==> config.mk <==
export PLATFORM = sky130hd
export DESIGN_NAME = axi_spill_cut_flat
export DESIGN_NICKNAME = d
export VERILOG_FILES = /design/src/rtl/axi_spill_cut_if.sv /design/src/rtl/axi_spill_cut.sv /design/src/flat_wrapper.sv
export SDC_FILE = /design/constraint.sdc
export NUM_CORES = 2
export LEC_CHECK = 0
export ABC_CLOCK_PERIOD_IN_PS = 1900
export CAP_MARGIN = 15
export CORE_AREA = 2 2 282 284
export CTS_CLUSTER_SIZE = 12
export DETAILED_ROUTE_END_ITERATION = 12
export DIE_AREA = 0 0 284 286
export PLACE_DENSITY_LB_ADDON = 0.1
export RECOVER_POWER = 25
export SYNTH_ARGS = -nofsm -noshare
export SYNTH_HDL_FRONTEND = slang
export SYNTH_SLANG_ARGS = --single-unit
==> constraint.sdc <==
create_clock -name clk_i -period 1.9 [get_ports clk_i]
set_clock_uncertainty 0.05 [all_clocks]
set_input_delay 0.38 -clock clk_i [delete_from_list [all_inputs] [get_ports clk_i]]
set_output_delay 0.38 -clock clk_i [all_outputs]
set_load 0.02 [all_outputs]
==> src/rtl/axi_spill_cut_if.sv <==
// AXI4+ATOP bus bundle shared by both ports of axi_spill_cut.
// The master modport drives requests and the slave modport drives responses.
interface AXI_BUS #(
  parameter int unsigned AXI_ADDR_WIDTH = 64,
  parameter int unsigned AXI_DATA_WIDTH = 64,
  parameter int unsigned AXI_ID_WIDTH   = 4,
  parameter int unsigned AXI_USER_WIDTH = 1
);
  localparam int unsigned AXI_STRB_WIDTH = AXI_DATA_WIDTH / 8;

  logic [AXI_ID_WIDTH-1:0]   aw_id;
  logic [AXI_ADDR_WIDTH-1:0] aw_addr;
  logic [7:0]                aw_len;
  logic [2:0]                aw_size;
  logic [1:0]                aw_burst;
  logic                      aw_lock;
  logic [3:0]                aw_cache;
  logic [2:0]                aw_prot;
  logic [3:0]                aw_qos;
  logic [3:0]                aw_region;
  logic [5:0]                aw_atop;
  logic [AXI_USER_WIDTH-1:0] aw_user;
  logic                      aw_valid;
  logic                      aw_ready;

  logic [AXI_DATA_WIDTH-1:0] w_data;
  logic [AXI_STRB_WIDTH-1:0] w_strb;
  logic                      w_last;
  logic [AXI_USER_WIDTH-1:0] w_user;
  logic                      w_valid;
  logic                      w_ready;

  logic [AXI_ID_WIDTH-1:0]   b_id;
  logic [1:0]                b_resp;
  logic [AXI_USER_WIDTH-1:0] b_user;
  logic                      b_valid;
  logic                      b_ready;

  logic [AXI_ID_WIDTH-1:0]   ar_id;
  logic [AXI_ADDR_WIDTH-1:0] ar_addr;
  logic [7:0]                ar_len;
  logic [2:0]                ar_size;
  logic [1:0]                ar_burst;
  logic                      ar_lock;
  logic [3:0]                ar_cache;
  logic [2:0]                ar_prot;
  logic [3:0]                ar_qos;
  logic [3:0]                ar_region;
  logic [AXI_USER_WIDTH-1:0] ar_user;
  logic                      ar_valid;
  logic                      ar_ready;

  logic [AXI_ID_WIDTH-1:0]   r_id;
  logic [AXI_DATA_WIDTH-1:0] r_data;
  logic [1:0]                r_resp;
  logic                      r_last;
  logic [AXI_USER_WIDTH-1:0] r_user;
  logic                      r_valid;
  logic                      r_ready;

  modport master (
    output aw_id, aw_addr, aw_len, aw_size, aw_burst, aw_lock, aw_cache, aw_prot, aw_qos,
           aw_region, aw_atop, aw_user, aw_valid,
    input  aw_ready,
    output w_data, w_strb, w_last, w_user, w_valid,
    input  w_ready,
    input  b_id, b_resp, b_user, b_valid,
    output b_ready,
    output ar_id, ar_addr, ar_len, ar_size, ar_burst, ar_lock, ar_cache, ar_prot, ar_qos,
           ar_region, ar_user, ar_valid,
    input  ar_ready,
    input  r_id, r_data, r_resp, r_last, r_user, r_valid,
    output r_ready
  );

  modport slave (
    input  aw_id, aw_addr, aw_len, aw_size, aw_burst, aw_lock, aw_cache, aw_prot, aw_qos,
           aw_region, aw_atop, aw_user, aw_valid,
    output aw_ready,
    input  w_data, w_strb, w_last, w_user, w_valid,
    output w_ready,
    output b_id, b_resp, b_user, b_valid,
    input  b_ready,
    input  ar_id, ar_addr, ar_len, ar_size, ar_burst, ar_lock, ar_cache, ar_prot, ar_qos,
           ar_region, ar_user, ar_valid,
    output ar_ready,
    output r_id, r_data, r_resp, r_last, r_user, r_valid,
    input  r_ready
  );
endinterface

==> src/rtl/axi_spill_cut.sv <==
// Full-throughput AXI register slice: one two-slot spill register per channel,
// so no combinational path crosses between the slave and master ports.
module axi_spill_cut_reg #(
  parameter int unsigned WIDTH  = 1,
  parameter bit          BYPASS = 1'b0
) (
  input  logic             clk_i,
  input  logic             rst_ni,
  input  logic             valid_i,
  output logic             ready_o,
  input  logic [WIDTH-1:0] data_i,
  output logic             valid_o,
  input  logic             ready_i,
  output logic [WIDTH-1:0] data_o
);
  if (BYPASS) begin : g_bypass
    assign valid_o = valid_i;
    assign ready_o = ready_i;
    assign data_o  = data_i;
  end else begin : g_cut
    logic             a_full_q, a_full_d;
    logic             b_full_q, b_full_d;
    logic [WIDTH-1:0] a_data_q, a_data_d;
    logic [WIDTH-1:0] b_data_q, b_data_d;
    logic             push, pop;

    assign push = valid_i & ~b_full_q;
    assign pop  = a_full_q & ready_i;

    always_comb begin
      // NOTE: every _d starts at its hold value, so no branch below can infer a latch.
      a_full_d = a_full_q;
      b_full_d = b_full_q;
      a_data_d = a_data_q;
      b_data_d = b_data_q;
      unique case ({a_full_q, b_full_q})
        2'b00: if (push) begin
          a_full_d = 1'b1;
          a_data_d = data_i;
        end
        2'b10: begin
          if (push && pop) begin
            a_data_d = data_i;
          end else if (push) begin
            b_full_d = 1'b1;
            b_data_d = data_i;
          end else if (pop) begin
            a_full_d = 1'b0;
          end
        end
        2'b11: if (pop) begin
          b_full_d = 1'b0;
          a_data_d = b_data_q;
        end
        default: b_full_d = 1'b0; // spill-only state is unreachable; fall back to EMPTY
      endcase
    end

    // NOTE: non-blocking assignments so every flop samples the pre-edge _d values.
    always_ff @(posedge clk_i) begin
      if (!rst_ni) begin
        // NOTE: payload slots are reset too, so the sink sees all-zero fields after reset.
        a_full_q <= 1'b0;
        b_full_q <= 1'b0;
        a_data_q <= '0;
        b_data_q <= '0;
      end else begin
        a_full_q <= a_full_d;
        b_full_q <= b_full_d;
        a_data_q <= a_data_d;
        b_data_q <= b_data_d;
      end
    end

    assign valid_o = a_full_q;
    assign ready_o = ~b_full_q;
    assign data_o  = a_data_q;
  end
endmodule

module axi_spill_cut #(
  parameter int unsigned AXI_ADDR_WIDTH = 64,
  parameter int unsigned AXI_DATA_WIDTH = 64,
  parameter int unsigned AXI_ID_WIDTH   = 4,
  parameter int unsigned AXI_USER_WIDTH = 1,
  parameter bit          BYPASS         = 1'b0
) (
  input logic   clk_i,
  input logic   rst_ni,
  AXI_BUS.slave in,
  AXI_BUS.master out
);
  localparam int unsigned STRB_W = AXI_DATA_WIDTH / 8;
  localparam int unsigned AW_W   = AXI_ID_WIDTH + AXI_ADDR_WIDTH + 35 + AXI_USER_WIDTH;
  localparam int unsigned AR_W   = AXI_ID_WIDTH + AXI_ADDR_WIDTH + 29 + AXI_USER_WIDTH;
  localparam int unsigned W_W    = AXI_DATA_WIDTH + STRB_W + 1 + AXI_USER_WIDTH;
  localparam int unsigned B_W    = AXI_ID_WIDTH + 2 + AXI_USER_WIDTH;
  localparam int unsigned R_W    = AXI_ID_WIDTH + AXI_DATA_WIDTH + 3 + AXI_USER_WIDTH;

  logic [AW_W-1:0] aw_src, aw_snk;
  logic [W_W-1:0]  w_src, w_snk;
  logic [B_W-1:0]  b_src, b_snk;
  logic [AR_W-1:0] ar_src, ar_snk;
  logic [R_W-1:0]  r_src, r_snk;

  // Requests flow in -> out
  assign aw_src = {in.aw_id, in.aw_addr, in.aw_len, in.aw_size, in.aw_burst, in.aw_lock,
                   in.aw_cache, in.aw_prot, in.aw_qos, in.aw_region, in.aw_atop, in.aw_user};
  assign {out.aw_id, out.aw_addr, out.aw_len, out.aw_size, out.aw_burst, out.aw_lock,
          out.aw_cache, out.aw_prot, out.aw_qos, out.aw_region, out.aw_atop,
          out.aw_user} = aw_snk;

  assign w_src = {in.w_data, in.w_strb, in.w_last, in.w_user};
  assign {out.w_data, out.w_strb, out.w_last, out.w_user} = w_snk;

  assign ar_src = {in.ar_id, in.ar_addr, in.ar_len, in.ar_size, in.ar_burst, in.ar_lock,
                   in.ar_cache, in.ar_prot, in.ar_qos, in.ar_region, in.ar_user};
  assign {out.ar_id, out.ar_addr, out.ar_len, out.ar_size, out.ar_burst, out.ar_lock,
          out.ar_cache, out.ar_prot, out.ar_qos, out.ar_region, out.ar_user} = ar_snk;

  // Responses flow out -> in
  assign b_src = {out.b_id, out.b_resp, out.b_user};
  assign {in.b_id, in.b_resp, in.b_user} = b_snk;

  assign r_src = {out.r_id, out.r_data, out.r_resp, out.r_last, out.r_user};
  assign {in.r_id, in.r_data, in.r_resp, in.r_last, in.r_user} = r_snk;

  axi_spill_cut_reg #(.WIDTH(AW_W), .BYPASS(BYPASS)) i_aw (
    .clk_i, .rst_ni,
    .valid_i(in.aw_valid),  .ready_o(in.aw_ready),  .data_i(aw_src),
    .valid_o(out.aw_valid), .ready_i(out.aw_ready), .data_o(aw_snk)
  );

  axi_spill_cut_reg #(.WIDTH(W_W), .BYPASS(BYPASS)) i_w (
    .clk_i, .rst_ni,
    .valid_i(in.w_valid),  .ready_o(in.w_ready),  .data_i(w_src),
    .valid_o(out.w_valid), .ready_i(out.w_ready), .data_o(w_snk)
  );

  axi_spill_cut_reg #(.WIDTH(AR_W), .BYPASS(BYPASS)) i_ar (
    .clk_i, .rst_ni,
    .valid_i(in.ar_valid),  .ready_o(in.ar_ready),  .data_i(ar_src),
    .valid_o(out.ar_valid), .ready_i(out.ar_ready), .data_o(ar_snk)
  );

  axi_spill_cut_reg #(.WIDTH(B_W), .BYPASS(BYPASS)) i_b (
    .clk_i, .rst_ni,
    .valid_i(out.b_valid), .ready_o(out.b_ready), .data_i(b_src),
    .valid_o(in.b_valid),  .ready_i(in.b_ready),  .data_o(b_snk)
  );

  axi_spill_cut_reg #(.WIDTH(R_W), .BYPASS(BYPASS)) i_r (
    .clk_i, .rst_ni,
    .valid_i(out.r_valid), .ready_o(out.r_ready), .data_i(r_src),
    .valid_o(in.r_valid),  .ready_i(in.r_ready),  .data_o(r_snk)
  );
endmodule

==> src/flat_wrapper.sv <==
// flat-port wrapper written by rule: the top's interface ports become plain ports
module axi_spill_cut_flat 
#(
  parameter int unsigned AXI_ADDR_WIDTH = 64,
  parameter int unsigned AXI_DATA_WIDTH = 64,
  parameter int unsigned AXI_ID_WIDTH   = 4,
  parameter int unsigned AXI_USER_WIDTH = 1,
  parameter bit          BYPASS         = 1'b0
)
  (clk_i, rst_ni, in_aw_id, in_aw_addr, in_aw_len, in_aw_size, in_aw_burst, in_aw_lock, in_aw_cache, in_aw_prot, in_aw_qos, in_aw_region, in_aw_atop, in_aw_user, in_aw_valid, in_aw_ready, in_w_data, in_w_strb, in_w_last, in_w_user, in_w_valid, in_w_ready, in_b_id, in_b_resp, in_b_user, in_b_valid, in_b_ready, in_ar_id, in_ar_addr, in_ar_len, in_ar_size, in_ar_burst, in_ar_lock, in_ar_cache, in_ar_prot, in_ar_qos, in_ar_region, in_ar_user, in_ar_valid, in_ar_ready, in_r_id, in_r_data, in_r_resp, in_r_last, in_r_user, in_r_valid, in_r_ready, out_aw_id, out_aw_addr, out_aw_len, out_aw_size, out_aw_burst, out_aw_lock, out_aw_cache, out_aw_prot, out_aw_qos, out_aw_region, out_aw_atop, out_aw_user, out_aw_valid, out_aw_ready, out_w_data, out_w_strb, out_w_last, out_w_user, out_w_valid, out_w_ready, out_b_id, out_b_resp, out_b_user, out_b_valid, out_b_ready, out_ar_id, out_ar_addr, out_ar_len, out_ar_size, out_ar_burst, out_ar_lock, out_ar_cache, out_ar_prot, out_ar_qos, out_ar_region, out_ar_user, out_ar_valid, out_ar_ready, out_r_id, out_r_data, out_r_resp, out_r_last, out_r_user, out_r_valid, out_r_ready);
  AXI_BUS #(.AXI_ADDR_WIDTH(AXI_ADDR_WIDTH), .AXI_DATA_WIDTH(AXI_DATA_WIDTH), .AXI_ID_WIDTH(AXI_ID_WIDTH), .AXI_USER_WIDTH(AXI_USER_WIDTH)) in_i ();
  AXI_BUS #(.AXI_ADDR_WIDTH(AXI_ADDR_WIDTH), .AXI_DATA_WIDTH(AXI_DATA_WIDTH), .AXI_ID_WIDTH(AXI_ID_WIDTH), .AXI_USER_WIDTH(AXI_USER_WIDTH)) out_i ();
  input logic clk_i;
  input logic rst_ni;
  input wire logic [$bits(in_i.aw_id)-1:0] in_aw_id;
  input wire logic [$bits(in_i.aw_addr)-1:0] in_aw_addr;
  input wire logic [$bits(in_i.aw_len)-1:0] in_aw_len;
  input wire logic [$bits(in_i.aw_size)-1:0] in_aw_size;
  input wire logic [$bits(in_i.aw_burst)-1:0] in_aw_burst;
  input wire logic [$bits(in_i.aw_lock)-1:0] in_aw_lock;
  input wire logic [$bits(in_i.aw_cache)-1:0] in_aw_cache;
  input wire logic [$bits(in_i.aw_prot)-1:0] in_aw_prot;
  input wire logic [$bits(in_i.aw_qos)-1:0] in_aw_qos;
  input wire logic [$bits(in_i.aw_region)-1:0] in_aw_region;
  input wire logic [$bits(in_i.aw_atop)-1:0] in_aw_atop;
  input wire logic [$bits(in_i.aw_user)-1:0] in_aw_user;
  input wire logic [$bits(in_i.aw_valid)-1:0] in_aw_valid;
  output wire logic [$bits(in_i.aw_ready)-1:0] in_aw_ready;
  input wire logic [$bits(in_i.w_data)-1:0] in_w_data;
  input wire logic [$bits(in_i.w_strb)-1:0] in_w_strb;
  input wire logic [$bits(in_i.w_last)-1:0] in_w_last;
  input wire logic [$bits(in_i.w_user)-1:0] in_w_user;
  input wire logic [$bits(in_i.w_valid)-1:0] in_w_valid;
  output wire logic [$bits(in_i.w_ready)-1:0] in_w_ready;
  output wire logic [$bits(in_i.b_id)-1:0] in_b_id;
  output wire logic [$bits(in_i.b_resp)-1:0] in_b_resp;
  output wire logic [$bits(in_i.b_user)-1:0] in_b_user;
  output wire logic [$bits(in_i.b_valid)-1:0] in_b_valid;
  input wire logic [$bits(in_i.b_ready)-1:0] in_b_ready;
  input wire logic [$bits(in_i.ar_id)-1:0] in_ar_id;
  input wire logic [$bits(in_i.ar_addr)-1:0] in_ar_addr;
  input wire logic [$bits(in_i.ar_len)-1:0] in_ar_len;
  input wire logic [$bits(in_i.ar_size)-1:0] in_ar_size;
  input wire logic [$bits(in_i.ar_burst)-1:0] in_ar_burst;
  input wire logic [$bits(in_i.ar_lock)-1:0] in_ar_lock;
  input wire logic [$bits(in_i.ar_cache)-1:0] in_ar_cache;
  input wire logic [$bits(in_i.ar_prot)-1:0] in_ar_prot;
  input wire logic [$bits(in_i.ar_qos)-1:0] in_ar_qos;
  input wire logic [$bits(in_i.ar_region)-1:0] in_ar_region;
  input wire logic [$bits(in_i.ar_user)-1:0] in_ar_user;
  input wire logic [$bits(in_i.ar_valid)-1:0] in_ar_valid;
  output wire logic [$bits(in_i.ar_ready)-1:0] in_ar_ready;
  output wire logic [$bits(in_i.r_id)-1:0] in_r_id;
  output wire logic [$bits(in_i.r_data)-1:0] in_r_data;
  output wire logic [$bits(in_i.r_resp)-1:0] in_r_resp;
  output wire logic [$bits(in_i.r_last)-1:0] in_r_last;
  output wire logic [$bits(in_i.r_user)-1:0] in_r_user;
  output wire logic [$bits(in_i.r_valid)-1:0] in_r_valid;
  input wire logic [$bits(in_i.r_ready)-1:0] in_r_ready;
  output wire logic [$bits(out_i.aw_id)-1:0] out_aw_id;
  output wire logic [$bits(out_i.aw_addr)-1:0] out_aw_addr;
  output wire logic [$bits(out_i.aw_len)-1:0] out_aw_len;
  output wire logic [$bits(out_i.aw_size)-1:0] out_aw_size;
  output wire logic [$bits(out_i.aw_burst)-1:0] out_aw_burst;
  output wire logic [$bits(out_i.aw_lock)-1:0] out_aw_lock;
  output wire logic [$bits(out_i.aw_cache)-1:0] out_aw_cache;
  output wire logic [$bits(out_i.aw_prot)-1:0] out_aw_prot;
  output wire logic [$bits(out_i.aw_qos)-1:0] out_aw_qos;
  output wire logic [$bits(out_i.aw_region)-1:0] out_aw_region;
  output wire logic [$bits(out_i.aw_atop)-1:0] out_aw_atop;
  output wire logic [$bits(out_i.aw_user)-1:0] out_aw_user;
  output wire logic [$bits(out_i.aw_valid)-1:0] out_aw_valid;
  input wire logic [$bits(out_i.aw_ready)-1:0] out_aw_ready;
  output wire logic [$bits(out_i.w_data)-1:0] out_w_data;
  output wire logic [$bits(out_i.w_strb)-1:0] out_w_strb;
  output wire logic [$bits(out_i.w_last)-1:0] out_w_last;
  output wire logic [$bits(out_i.w_user)-1:0] out_w_user;
  output wire logic [$bits(out_i.w_valid)-1:0] out_w_valid;
  input wire logic [$bits(out_i.w_ready)-1:0] out_w_ready;
  input wire logic [$bits(out_i.b_id)-1:0] out_b_id;
  input wire logic [$bits(out_i.b_resp)-1:0] out_b_resp;
  input wire logic [$bits(out_i.b_user)-1:0] out_b_user;
  input wire logic [$bits(out_i.b_valid)-1:0] out_b_valid;
  output wire logic [$bits(out_i.b_ready)-1:0] out_b_ready;
  output wire logic [$bits(out_i.ar_id)-1:0] out_ar_id;
  output wire logic [$bits(out_i.ar_addr)-1:0] out_ar_addr;
  output wire logic [$bits(out_i.ar_len)-1:0] out_ar_len;
  output wire logic [$bits(out_i.ar_size)-1:0] out_ar_size;
  output wire logic [$bits(out_i.ar_burst)-1:0] out_ar_burst;
  output wire logic [$bits(out_i.ar_lock)-1:0] out_ar_lock;
  output wire logic [$bits(out_i.ar_cache)-1:0] out_ar_cache;
  output wire logic [$bits(out_i.ar_prot)-1:0] out_ar_prot;
  output wire logic [$bits(out_i.ar_qos)-1:0] out_ar_qos;
  output wire logic [$bits(out_i.ar_region)-1:0] out_ar_region;
  output wire logic [$bits(out_i.ar_user)-1:0] out_ar_user;
  output wire logic [$bits(out_i.ar_valid)-1:0] out_ar_valid;
  input wire logic [$bits(out_i.ar_ready)-1:0] out_ar_ready;
  input wire logic [$bits(out_i.r_id)-1:0] out_r_id;
  input wire logic [$bits(out_i.r_data)-1:0] out_r_data;
  input wire logic [$bits(out_i.r_resp)-1:0] out_r_resp;
  input wire logic [$bits(out_i.r_last)-1:0] out_r_last;
  input wire logic [$bits(out_i.r_user)-1:0] out_r_user;
  input wire logic [$bits(out_i.r_valid)-1:0] out_r_valid;
  output wire logic [$bits(out_i.r_ready)-1:0] out_r_ready;
  assign in_i.aw_id = in_aw_id;
  assign in_i.aw_addr = in_aw_addr;
  assign in_i.aw_len = in_aw_len;
  assign in_i.aw_size = in_aw_size;
  assign in_i.aw_burst = in_aw_burst;
  assign in_i.aw_lock = in_aw_lock;
  assign in_i.aw_cache = in_aw_cache;
  assign in_i.aw_prot = in_aw_prot;
  assign in_i.aw_qos = in_aw_qos;
  assign in_i.aw_region = in_aw_region;
  assign in_i.aw_atop = in_aw_atop;
  assign in_i.aw_user = in_aw_user;
  assign in_i.aw_valid = in_aw_valid;
  assign in_aw_ready = in_i.aw_ready;
  assign in_i.w_data = in_w_data;
  assign in_i.w_strb = in_w_strb;
  assign in_i.w_last = in_w_last;
  assign in_i.w_user = in_w_user;
  assign in_i.w_valid = in_w_valid;
  assign in_w_ready = in_i.w_ready;
  assign in_b_id = in_i.b_id;
  assign in_b_resp = in_i.b_resp;
  assign in_b_user = in_i.b_user;
  assign in_b_valid = in_i.b_valid;
  assign in_i.b_ready = in_b_ready;
  assign in_i.ar_id = in_ar_id;
  assign in_i.ar_addr = in_ar_addr;
  assign in_i.ar_len = in_ar_len;
  assign in_i.ar_size = in_ar_size;
  assign in_i.ar_burst = in_ar_burst;
  assign in_i.ar_lock = in_ar_lock;
  assign in_i.ar_cache = in_ar_cache;
  assign in_i.ar_prot = in_ar_prot;
  assign in_i.ar_qos = in_ar_qos;
  assign in_i.ar_region = in_ar_region;
  assign in_i.ar_user = in_ar_user;
  assign in_i.ar_valid = in_ar_valid;
  assign in_ar_ready = in_i.ar_ready;
  assign in_r_id = in_i.r_id;
  assign in_r_data = in_i.r_data;
  assign in_r_resp = in_i.r_resp;
  assign in_r_last = in_i.r_last;
  assign in_r_user = in_i.r_user;
  assign in_r_valid = in_i.r_valid;
  assign in_i.r_ready = in_r_ready;
  assign out_aw_id = out_i.aw_id;
  assign out_aw_addr = out_i.aw_addr;
  assign out_aw_len = out_i.aw_len;
  assign out_aw_size = out_i.aw_size;
  assign out_aw_burst = out_i.aw_burst;
  assign out_aw_lock = out_i.aw_lock;
  assign out_aw_cache = out_i.aw_cache;
  assign out_aw_prot = out_i.aw_prot;
  assign out_aw_qos = out_i.aw_qos;
  assign out_aw_region = out_i.aw_region;
  assign out_aw_atop = out_i.aw_atop;
  assign out_aw_user = out_i.aw_user;
  assign out_aw_valid = out_i.aw_valid;
  assign out_i.aw_ready = out_aw_ready;
  assign out_w_data = out_i.w_data;
  assign out_w_strb = out_i.w_strb;
  assign out_w_last = out_i.w_last;
  assign out_w_user = out_i.w_user;
  assign out_w_valid = out_i.w_valid;
  assign out_i.w_ready = out_w_ready;
  assign out_i.b_id = out_b_id;
  assign out_i.b_resp = out_b_resp;
  assign out_i.b_user = out_b_user;
  assign out_i.b_valid = out_b_valid;
  assign out_b_ready = out_i.b_ready;
  assign out_ar_id = out_i.ar_id;
  assign out_ar_addr = out_i.ar_addr;
  assign out_ar_len = out_i.ar_len;
  assign out_ar_size = out_i.ar_size;
  assign out_ar_burst = out_i.ar_burst;
  assign out_ar_lock = out_i.ar_lock;
  assign out_ar_cache = out_i.ar_cache;
  assign out_ar_prot = out_i.ar_prot;
  assign out_ar_qos = out_i.ar_qos;
  assign out_ar_region = out_i.ar_region;
  assign out_ar_user = out_i.ar_user;
  assign out_ar_valid = out_i.ar_valid;
  assign out_i.ar_ready = out_ar_ready;
  assign out_i.r_id = out_r_id;
  assign out_i.r_data = out_r_data;
  assign out_i.r_resp = out_r_resp;
  assign out_i.r_last = out_r_last;
  assign out_i.r_user = out_r_user;
  assign out_i.r_valid = out_r_valid;
  assign out_r_ready = out_i.r_ready;
  axi_spill_cut #(.AXI_ADDR_WIDTH(AXI_ADDR_WIDTH), .AXI_DATA_WIDTH(AXI_DATA_WIDTH), .AXI_ID_WIDTH(AXI_ID_WIDTH), .AXI_USER_WIDTH(AXI_USER_WIDTH), .BYPASS(BYPASS)) u_core (.clk_i(clk_i), .rst_ni(rst_ni), .in(in_i), .out(out_i));
endmodule
==> flow_metrics.env <==
export IMPL_finalPower_uw=63100
export IMPL_hold_viol=0
export IMPL_startpoint_type="register"
export IMPL_p_int_uw=39260
export IMPL_hold_ws_ns=0.1389
export IMPL_clock_sinks=720
export IMPL_place_congestion=0.8029
export IMPL_grt_pass1_wl_microns=156800
export IMPL_cts_buffer_depth=3
export IMPL_worst_endpoint_arrival_ns=2.41
export IMPL_crit_slowest_cell="dfxtp_4"
export IMPL_grt_overflow_total=0
export IMPL_final_area_sq_um=43290
export IMPL_tightest_slew_ns=0.6282
export IMPL_synth_cell_types=37
export IMPL_fin_nets=4341
export IMPL_via_per_inst=5.263
export IMPL_die_w_microns=284
export IMPL_yosysSeqAreaShare_pct=46.43
export IMPL_io_pins=732
export IMPL_dieArea_sq_um=81220
export IMPL_critPathTopFamily="compound AO/OA/AOI/OAI gates"
export IMPL_timing_slew_headroom_pct=58.12
export IMPL_grt_pass1_vias=25550
export IMPL_cts_tree="yes"
export IMPL_avgSynthCellArea_sq_um=9.449
export IMPL_switching_share_pct=37.78
export IMPL_finalMaxSlewViolations=0
export IMPL_rsz0062_at_grt="yes"
export IMPL_cts_root_buffer="clkbuf_16"
export IMPL_grt_util_all_layers_pct=24.29
export IMPL_rows=103
export IMPL_synth_cells=3285
export IMPL_violations="negative setup slack"
export IMPL_place_area_sq_um=40780
export IMPL_numPortBuffers=731
export IMPL_syn_area_sq_um=31040
export IMPL_insertion_delay_ns=0.61
export IMPL_drtPass1Iterations=6
export IMPL_pwr_share_clk_pct=25.1
export IMPL_area_growth_pct=39.46
export IMPL_cp_end_kind="register"
export IMPL_ys_ff_latch=720
export IMPL_setup_viol=13
export IMPL_initial_core_util_pct=39.62
export IMPL_htree_levels=3
export IMPL_power_density_nw_per_um2=1458
export IMPL_core_sq_um=78360
export IMPL_p_leak_uw=0.01881
export IMPL_power_frac_comb_pct=40.5
export IMPL_antenna_found_initial=33
export IMPL_drt_wl_total_microns=103700
export IMPL_syn_nets=3671
export IMPL_clk_pin_slew_ns=0.06
export IMPL_final_cells=5085
export IMPL_die_y_microns=286
export IMPL_drv_cap=0
export IMPL_path_max_fanout=7
export IMPL_fin_crit_sh_pct=100.5
export IMPL_ir_worst_vdd_mv=0.9135
export IMPL_yosys_warnings=0
export IMPL_cp_cell_sequence="inv_4, ha_4, mux2_4, a211oi_4, buf_6, buf_6, o221a_2"
export IMPL_dp_cells=4912
export IMPL_drc_errors=0
export IMPL_cp_slowest_stage_delay_ns=0.38
export IMPL_criticalPathCategory="register to register"
export IMPL_numCtsBuffers=82
export IMPL_status="complete, but fails checks"
export IMPL_seq_area_sq_um=14440
export IMPL_finalWorstSetupSlack_ns=-0.01020
export IMPL_seq_power_share_pct=34.4
export IMPL_cp_num_buf_inv=3
export IMPL_dp_hpwl_microns=71220
export IMPL_nFillCells=7313
export IMPL_drive_above_1_share_pct=9.736
export IMPL_min_path_type="primary input to register"
export IMPL_wl_per_cell_microns=20.39
export IMPL_grt_max_degree=75
export IMPL_clock_fmax_mhz=523.5
export IMPL_p_sw_uw=23840
export IMPL_antenna_left=0
export IMPL_drt_iter0_markers=1582
export IMPL_cp_common_cell="buf_6"
export IMPL_multi_input_area_sq_um=15360
export IMPL_min_period_ns=1.910
export IMPL_cp_required_ns=2.40
export IMPL_route_vias_total=26760
path summary, 6_finish.rpt:
kind                                                startpoint                        endpoint  slack (ns)  depth (start not counted)
worst max-delay path                        u_core.i_w.valid_o            u_core.i_w.data_o[5]       -0.01                          7
worst min-delay path                                    rst_ni           u_core.i_w.data_o[16]        0.14                          2
worst max register to register              u_core.i_w.valid_o            u_core.i_w.data_o[5]       -0.01                          7
worst min register to register  u_core.i_aw.g_cut.b_data_q[98]  u_core.i_aw.g_cut.b_data_q[98]        0.40                          2
area by class of cell:
cell class	instances	share of cell area, %
well taps	1050	3.035
inverters	12	0.1272
diodes	19	0.1098
multi-input cells	2232	35.49
flip-flops and latches	720	33.35
clock buffers	125	5.697
clock inverters	20	0.5029
repair buffers	907	21.69
power groups by stage:
stage               combinational (uW)  sequential (uW)  clock (uW)
floorplan                        10400            25300           0
global placement                 27300            22100           0
detailed placement               27400            22100           0
CTS                              25300            21700       16200
global route                     27300            22200       16800
finish                           25600            21700       15800
layer usage:
| metal | routed length (microns) | share of wire [%] | up-vias | track usage, % |
|---|---|---|---|---|
| met5 | 199 | 0.19 | - | 0 |
| met4 | 3586 | 3.5 | 28 | 9.355 |
| met3 | 6192 | 6.0 | 187 | 5.590 |
| met2 | 49930 | 48 | 685 | 40.47 |
| met1 | 43770 | 42 | 12840 | 30.54 |
| li1 | - | - | 13020 | - |
sequential cells by signal, summed over array words and instances (netlist names), 72 cells and up:
signal and flops:
u_core.i_ar.data_o 98, u_core.i_ar.g_cut.b_data_q 98, u_core.i_aw.data_o 104, u_core.i_aw.g_cut.b_data_q 104
u_core.i_r.data_o 72, u_core.i_r.g_cut.b_data_q 72, u_core.i_w.data_o 74, u_core.i_w.g_cut.b_data_q 74
kinds of logic (layout without fill, tap and decap cells):
group / count (synthesis) / after routing / share of synthesized area [%]
simple gates: 1110 / 1110 / 15.26
other cells: 0 / 19 / 0
buf+inv: 333 / 1064 / 4.708
mux: 367 / 367 / 11.84
compound gates: 736 / 736 / 20.99
fa+ha+maj: 19 / 19 / 0.7659
flops: 720 / 720 / 46.43
placed cells by master, fill, tap and decap left out, types with 4 or more instances in the layout:
master	n
nor2_1	6
bufinv_16	4
nor4b_1	4
mux2i_1	366
ha_4	6
dlygate4sd2_1	342
buf_6	7
clkbuf_8	21
buf_4	83
dfxtp_4	5
buf_12	89
a21boi_1	23
nand3_1	356
a31oi_1	9
a21boi_0	325
dfxtp_1	711
clkdlybuf4s15_2	4
clkbuf_16	87
o21a_1	4
clkdlybuf4s15_1	9
clkdlybuf4s50_1	365
clkinv_2	13
a21oi_1	5
nand2b_1	4
dfxtp_2	4
diode_2	19
ha_1	12
nand2_1	707
inv_2	4
clkbuf_1	20
o221a_1	46
a22oi_2	4
inv_1	5
o211a_1	281
nor2b_1	11
a211oi_1	4
o221a_2	25
nor3b_1	4
repair_timing:
| action | in CTS | in global routing |
|---|---|---|
| endpoints found under the setup margin | 432 | 168 |
| gates resized for setup | 376 | 25 |
| hold buffers | 0 | 0 |
| cloned | 0 | 6 |
| buffers inserted | 0 | 3 |
| pin swaps | 0 | 3 |
per-stage QoR:
stage / worst slack, ns / util [%] / TNS (ns)
after floorplan: -0.01052 / - / -0.6312
after global placement: -0.3988 / 52.04 / -137.81
after detailed placement: -0.4094 / 52.04 / -145.00
after CTS: -0.003239 / 54.93 / -0.005033
after global routing: -0.05077 / 55.24 / -1.498
final: -0.01020 / 55.25 / -0.06460
Yosys cell counts:
cell type    n  area, sq um
and3_1       5        31.28
clkbuf_2     1        5.000
nand2b_4     1        13.76
buf_4        9        67.56
inv_1       12        45.04
mux2_2       1        11.26
a21oi_1      5        25.02
nor4b_1      4        35.03
nor2b_1     11        68.82
buf_6       11        123.9
buf_1       20        75.07
o21ai_0      1        5.000
nand2b_1     4        25.02
o21a_1       4        30.03
a41o_1       4        40.04
a31oi_1      9        56.30
and2_1       4        25.02
nand4b_1     1        8.760
clkbuf_1   205        769.5
buf_2       75        375.4
dfxtp_1    720        14410
nand3_1    360         1802
nor2_1       6        22.52
nand2_1    709         2661
mux2i_1    366         3664
a211oi_1     4        30.03
o221a_1     46        518.0
a21boi_0   325         2440
nor2b_4      1        13.76
ha_1        19        237.7
a22oi_2      4        50.05
o221a_2     28        315.3
a21boi_1    23        172.7
o211a_1    281         2813
a311oi_1     1        8.760
a211oi_2     1        12.51
nor3b_1      4        30.03
No activity file was read; power rests on OpenSTA's default activity.
